==> src/rtl/line_clear_engine.sv <==
// line_clear_engine: removes full rows from a locked game table, inserts pending
// garbage rows, writes the result back and reports attack lines and game over.
`timescale 1ns/1ps
module line_clear_engine #(
    parameter int COLS   = 10,
    parameter int ROWS   = 10,
    parameter int PEND_W = 4
) (
    input  logic                 clk_40M,
    input  logic                 rst_n,
    input  logic                 start,
    input  logic [COLS*ROWS-1:0] table_in,
    input  logic                 game_addLine,
    input  logic [3:0]           hole_col,
    output logic [COLS*ROWS-1:0] table_out,
    output logic                 table_we,
    output logic                 busy,
    output logic [2:0]           lines_cleared,
    output logic                 game_sendLine,
    output logic                 game_over
);
    localparam int RW = $clog2(ROWS);

    typedef enum logic [2:0] {IDLE, SCAN, SHIFT, GARBAGE, WRITE, SEND} state_t;

    state_t               state;
    logic [COLS*ROWS-1:0] work;
    logic [COLS*ROWS-1:0] shifted;
    logic [RW-1:0]        r;
    logic [2:0]           cnt;
    logic [PEND_W-1:0]    pending;
    logic [COLS-1:0]      new_row;
    logic [COLS-1:0]      garb;
    logic [3:0]           hole_idx;
    logic                 row_full;
    logic                 dec;

    assign row_full = &work[r*COLS +: COLS];
    assign dec      = (state == GARBAGE) && (pending != '0);
    assign hole_idx = (hole_col >= 4'(COLS)) ? 4'd0 : hole_col;

    // Rows 0..r-1 drop one row; the full row r is overwritten, row 0 empties.
    always_comb begin
        shifted = work;
        for (int i = 0; i < ROWS; i++) begin
            if (i == 0)
                shifted[0 +: COLS] = '0;
            else if (i <= int'(r))
                shifted[i*COLS +: COLS] = work[(i-1)*COLS +: COLS];
        end
    end

    // SHIFT judges the row that lands in r itself, so that row needs no rescan.
    assign new_row = shifted[r*COLS +: COLS];

    always_comb begin
        garb           = '1;
        garb[hole_idx] = 1'b0;
    end

    always_ff @(posedge clk_40M or negedge rst_n) begin
        if (!rst_n) begin
            state         <= IDLE;
            work          <= '0;
            r             <= '0;
            cnt           <= '0;
            pending       <= '0;
            table_out     <= '0;
            table_we      <= 1'b0;
            busy          <= 1'b0;
            lines_cleared <= '0;
            game_sendLine <= 1'b0;
            game_over     <= 1'b0;
        end else begin
            table_we <= 1'b0;
            if (game_addLine && !dec) begin
                if (pending != '1)
                    pending <= pending + 1'b1;
            end else if (dec && !game_addLine) begin
                pending <= pending - 1'b1;
            end

            case (state)
                IDLE: begin
                    if (start) begin
                        work  <= table_in;
                        r     <= RW'(ROWS-1);
                        cnt   <= '0;
                        busy  <= 1'b1;
                        state <= SCAN;
                    end
                end
                SCAN: begin
                    if (row_full)
                        state <= SHIFT;
                    else if (r == '0)
                        state <= GARBAGE;
                    else
                        r <= r - 1'b1;
                end
                SHIFT: begin
                    work <= shifted;
                    cnt  <= cnt + 3'd1;
                    if (&new_row)
                        state <= SHIFT;
                    else if (r == '0)
                        state <= GARBAGE;
                    else begin
                        r     <= r - 1'b1;
                        state <= SCAN;
                    end
                end
                GARBAGE: begin
                    if (pending != '0) begin
                        if (work[COLS-1:0] != '0)
                            game_over <= 1'b1;
                        work <= {garb, work[COLS*ROWS-1:COLS]};
                    end else begin
                        table_we      <= 1'b1;
                        table_out     <= work;
                        lines_cleared <= cnt;
                        state         <= WRITE;
                    end
                end
                WRITE: begin
                    busy  <= 1'b0;
                    state <= SEND;
                end
                SEND: begin
                    // cnt doubles as the remaining-pulse counter: cnt-1 pulses in total.
                    if (game_sendLine)
                        game_sendLine <= 1'b0;
                    else if (cnt >= 3'd2) begin
                        game_sendLine <= 1'b1;
                        cnt           <= cnt - 3'd1;
                    end else
                        state <= IDLE;
                end
                default: state <= IDLE;
            endcase
        end
    end
endmodule
==> config.mk <==
export PLATFORM = sky130hd
export DESIGN_NAME = line_clear_engine
export DESIGN_NICKNAME = d
export VERILOG_FILES = /design/src/rtl/line_clear_engine.sv
export SDC_FILE = /design/constraint.sdc
export NUM_CORES = 1
export LEC_CHECK = 0
export ABC_AREA = 1
export ABC_CLOCK_PERIOD_IN_PS = 2730
export CAP_MARGIN = 40
export CORE_MARGIN = 4
export CORE_UTILIZATION = 25
export CTS_CLUSTER_DIAMETER = 30
export DETAILED_ROUTE_END_ITERATION = 8
export PLACE_DENSITY = 0.45
export SLEW_MARGIN = 40
export SYNTH_ARGS = -nofsm -noshare
export SYNTH_HDL_FRONTEND = slang
export SYNTH_SLANG_ARGS = --single-unit
==> constraint.sdc <==
create_clock -name clk_40M -period 2.73 [get_ports clk_40M]
set_clock_uncertainty 0.2 [all_clocks]
set_input_delay 0.273 -clock clk_40M [delete_from_list [all_inputs] [get_ports clk_40M]]
set_output_delay 0.273 -clock clk_40M [all_outputs]
set_load 0.01 [all_outputs]
==> metrics list <==
- The run finished with clean final reports.
- Required time worst endpoint: 3010 ps
- For the final routed database, the setup TNS stands at 0 ps.
* Synth Instances: 1662
* Total length of routed wires: 53500 um
- The synthesized design contains 0 enable-type register cells.
- Fraction of registers with async set or reset after synthesis: 100%
- The tool flagged a number of max-cap violations equal to 0.
- Each instance of the synthesized netlist takes up on average 7.53 um^2.
- Final worst-path cycle share: 94.8%
- Crit start category: flop
* First-pass DRT Iterations: 5
- Number of placed I/O pins: 215
- At the end of routability-driven placement, the weighted congestion stood at 0.870.
- The count of nets left with antenna violations once routing finished came out at 0.
- The mapped netlist covers 12500 um^2.
- The largest individual stage delay along the critical path comes from the cell sky130_fd_sc_hd__dfrtp_1.
* Setup repair after global routing missed its margin: true
* Final number of setup-violating endpoints: 0
* Area share of the largest cell type after synthesis: around 44%
- Core outline area: just under 50000 um^2
* Area overhead of the layout relative to synthesis: 46.4%
- Summed over all instances, the cell type with the most area after synthesis is sky130_fd_sc_hd__dfrtp_1.
- In this run the register-to-register setup slack is 140 ps.
- Die extent in y: 232 um
- Kind of cell adding the most delay to the critical path: simple AND/OR/NAND/NOR gates
- Ranking of synthesized cells by area: sky130_fd_sc_hd__dfrtp_1, sky130_fd_sc_hd__nand2_1, sky130_fd_sc_hd__o21ai_0
* Die ar.: 53700 um^2
- Syn_nets: between 1.5k and 2k
- In the routed layout, each cell is associated on average with a via count of 4.88.
- Together, buffers and inverters on the worst path number 3.
* Setup crit end kind: flop
* Most instantiated flip-flop cell in the synthesis netlist: sky130_fd_sc_hd__dfrtp_1
* Pin slew with the least headroom to its limit: 806 ps
- Post-synthesis sequential element count: 221
- CTS built an H-tree with a depth of 3.
* Fin. Hold Viols: 0
* First-iteration detailed-routing DRC count: 1193
- Wire length on met2: around 25000 um
* Initial antenna violation count: 1
- Across all setup checks in the final design, the least slack found is 141 ps.
* Vias in the first global route: 12.7k
* Horiz. Die Dim: between 200 and 250 um
* Adder and majority cell fraction of the synthesized area: 1.02%
- Leaving out fill and tap cells, the most frequent cell in the layout is sky130_fd_sc_hd__nand2_1.
- The max-slew violation count came to 0.
- Number of input and output port buffers inserted: 214
- Signal routing reaches up to met4.
- Maximum operating frequency: 386 MHz
- CTS Buffer Depth: 3
- Tracing the worst setup path back leads to its startpoint at r[2].
- Delay of the slowest cell on the worst path: 430 ps
* Pleak: 0.00827 uW
- Leaving out fill and tap cells, the most frequent cells in the layout are sky130_fd_sc_hd__nand2_1, sky130_fd_sc_hd__o21ai_0, sky130_fd_sc_hd__dfrtp_1.
* Total track usage: about a fifth
- VDD sags by at most around 480 uV.
- By area, the combinational part of the netlist is dominated by simple AND/OR/NAND/NOR gates.
- Synthesized-area fraction occupied by xor and xnor cells: 0.280%
* Critical path, cell by cell: buf_4, inv_4, nor2_4, buf_4, o211ai_1, o221ai_1, nand2_1, nand3_1, nand2_1, nor2_2, nand4_1, nand2_1, nor2_2, nand2_4, nand2_1, nand2_1
- Summing the areas of all and, or, nand and nor instances in the mapped netlist gives 24.0% of the synthesized area.
* Pwr dens: approximately 1400 nW/um^2
- Sequential cell area fraction in the yosys report: 44.2%
- Synth Area in Compound Gates: 22.0%
- The detailed router put a total of 24400 um of wire on met1.
* Post-route total power: ~26000 uW
- The HPWL after detailed placement is roughly 38000 um.
* Synthesis warning total: 0
* Worst slew margin relative to its limit: about 46%
* Minimum setup slack after placement: between 20 and 30 ps
- In the routed design, unresolved DRC markers number 0.
- Layout Nets: 2043
* Maximum number of pins on one net before global-route repair: about 200
- Fraction of synthesized area in multiplexers: less than 1%
- The post-route netlist has 13.5% of its cells at a drive strength greater than 1.
- Time the worst path needs with I/O delays and setup: between 2000 and 3000 ps
- Cell depth of the worst setup path: 16
- Signal arrival time at the worst endpoint: between 2000 and 3000 ps
- Clock-pin slew was measured on the worst setup and hold paths at 40 ps.
- Yosys mapped the design onto 46 distinct sky130hd cell types.
- Clock latency on the worst-skew pair: between 500 and 600 ps
- Path category of the worst min-delay check: input pin to asynchronous set/reset pin
* Number of fillers in the final layout: 5174
- Via count: between 10k and 15k
- The clock drives 221 sinks.
- By startpoint and endpoint, the worst setup path is classified as flop to flop.
* Root buffer selected by CTS: sky130_fd_sc_hd__clkbuf_16
* Post-detailed-route wirelength per cell: 20.2 um
* Start of the worst register-to-register path: r[2]
* WL met3: 3320 um
- Highest fanout seen on the critical path: 6
- Buffers inserted during clock tree synthesis total 70.
* End of the worst register-to-register path: r[0]
- Critical path endpoint: r[0]
- Worst Reg2Reg Path Length in Cells: 16
- Most prevalent standard cell on the critical path: sky130_fd_sc_hd__nand2_1
- TritonCTS built the clock tree.
* Core Rows: 81
- Global-route congestion overflow total: 0
- The initial utilization of the core area, before any placement, comes to 25.4%.
* Wire length of the first global-routing pass: about 80000 um
-- power breakdown --
group	internal (uW)	switching, uW
Clock	5910	2390
Combinational	4450	7330
Sequential	4780	1360
-- worst min-delay path by stage --
| stage | slack, ps | depth (start not counted) | from | end |
|---|---|---|---|---|
| 2_1_floorplan | -220 | 0 | rst_n | busy |
| 3_3_place_gp | 40 | 1 | rst_n | table_out[47] |
| 3_5_place_dp | 40 | 1 | rst_n | table_out[47] |
| 4_1_cts | 10 | 2 | rst_n | table_out[46] |
| 5_1_grt | 50 | 2 | rst_n | table_out[39] |
| 6_report | 20 | 2 | rst_n | table_out[42] |
-- repair_timing --
action / in CTS / in global routing
hold endpoints to repair: 221 / 0
hold buffers: 2 / 0
setup endpoints to repair: 0 / 8
resized for setup: 0 / 43
buffers inserted: 0 / 10
-- state kept, by name, indices dropped and copies added (netlist names), 3 cells and up --
signal and cells:
table_out 100, lines_cleared 3, work 100, pending 4, r 4, cnt 3, state 3
-- synth_stat cells (6+ instances only) --
cell type                    n
sky130_fd_sc_hd__nand3_1    79
sky130_fd_sc_hd__nor2_1     64
sky130_fd_sc_hd__o211ai_1   30
sky130_fd_sc_hd__a21oi_1    45
sky130_fd_sc_hd__o21ai_0   244
sky130_fd_sc_hd__ha_1        7
sky130_fd_sc_hd__nand2_2     8
sky130_fd_sc_hd__o221ai_1   11
sky130_fd_sc_hd__o22ai_1    10
sky130_fd_sc_hd__nand4_1     7
sky130_fd_sc_hd__nand2_1   535
sky130_fd_sc_hd__clkbuf_1   57
sky130_fd_sc_hd__inv_1     132
sky130_fd_sc_hd__nand2_4     9
sky130_fd_sc_hd__dfrtp_1   221
sky130_fd_sc_hd__nor2_2      6
sky130_fd_sc_hd__buf_2      28
sky130_fd_sc_hd__a22oi_1    42
sky130_fd_sc_hd__a32oi_1     6
sky130_fd_sc_hd__buf_6      11
sky130_fd_sc_hd__o21ai_1    19
sky130_fd_sc_hd__a221oi_1   35
-- final cells by class --
type / instances / area (um^2) / share of cell area, %
inverter: 140 / 542 / 2.96
sequential: 221 / 5530 / 30.2
clock buffer: 94 / 2020 / 11.0
multi-input combinational: 1200 / 6080 / 33.2
antenna: 1 / 2.50 / 0.0137
clock inverter: 32 / 438 / 2.39
timing repair buffer: 293 / 2870 / 15.7
tap: 664 / 831 / 4.53
-- through the flow --
step,instance area [um^2],utilization (%),hold slack [ps],cells
after floorplan,12500,-,-223,1662
after global placement,15600,31.7,39.3,2502
after detailed placement,15600,31.7,41.4,2502
after CTS,18100,36.7,13.1,2630
after global routing,18300,37.2,51.5,2644
final,18300,37.2,22.4,2645
-- cell families (layout without fill, tap and decap cells) --
kind of cell    count (synthesis)  count (layout)
simple gates                  721             725
flops                         221             221
other cells                     0               1
compound gates                461             461
fa+ha+maj                       9               9
buf+inv                       245             559
xor+xnor                        4               4
mux                             1               1
-- metal layers --
metal | up-vias | global-route usage, %
met1 | 6224 | 26.9
li1 | 6169 | -
met5 | - | 0
met3 | 82 | 4.60
met2 | 429 | 30.4
met4 | 0 | 5.87
Note: power is estimated with default switching activity, not from simulation.
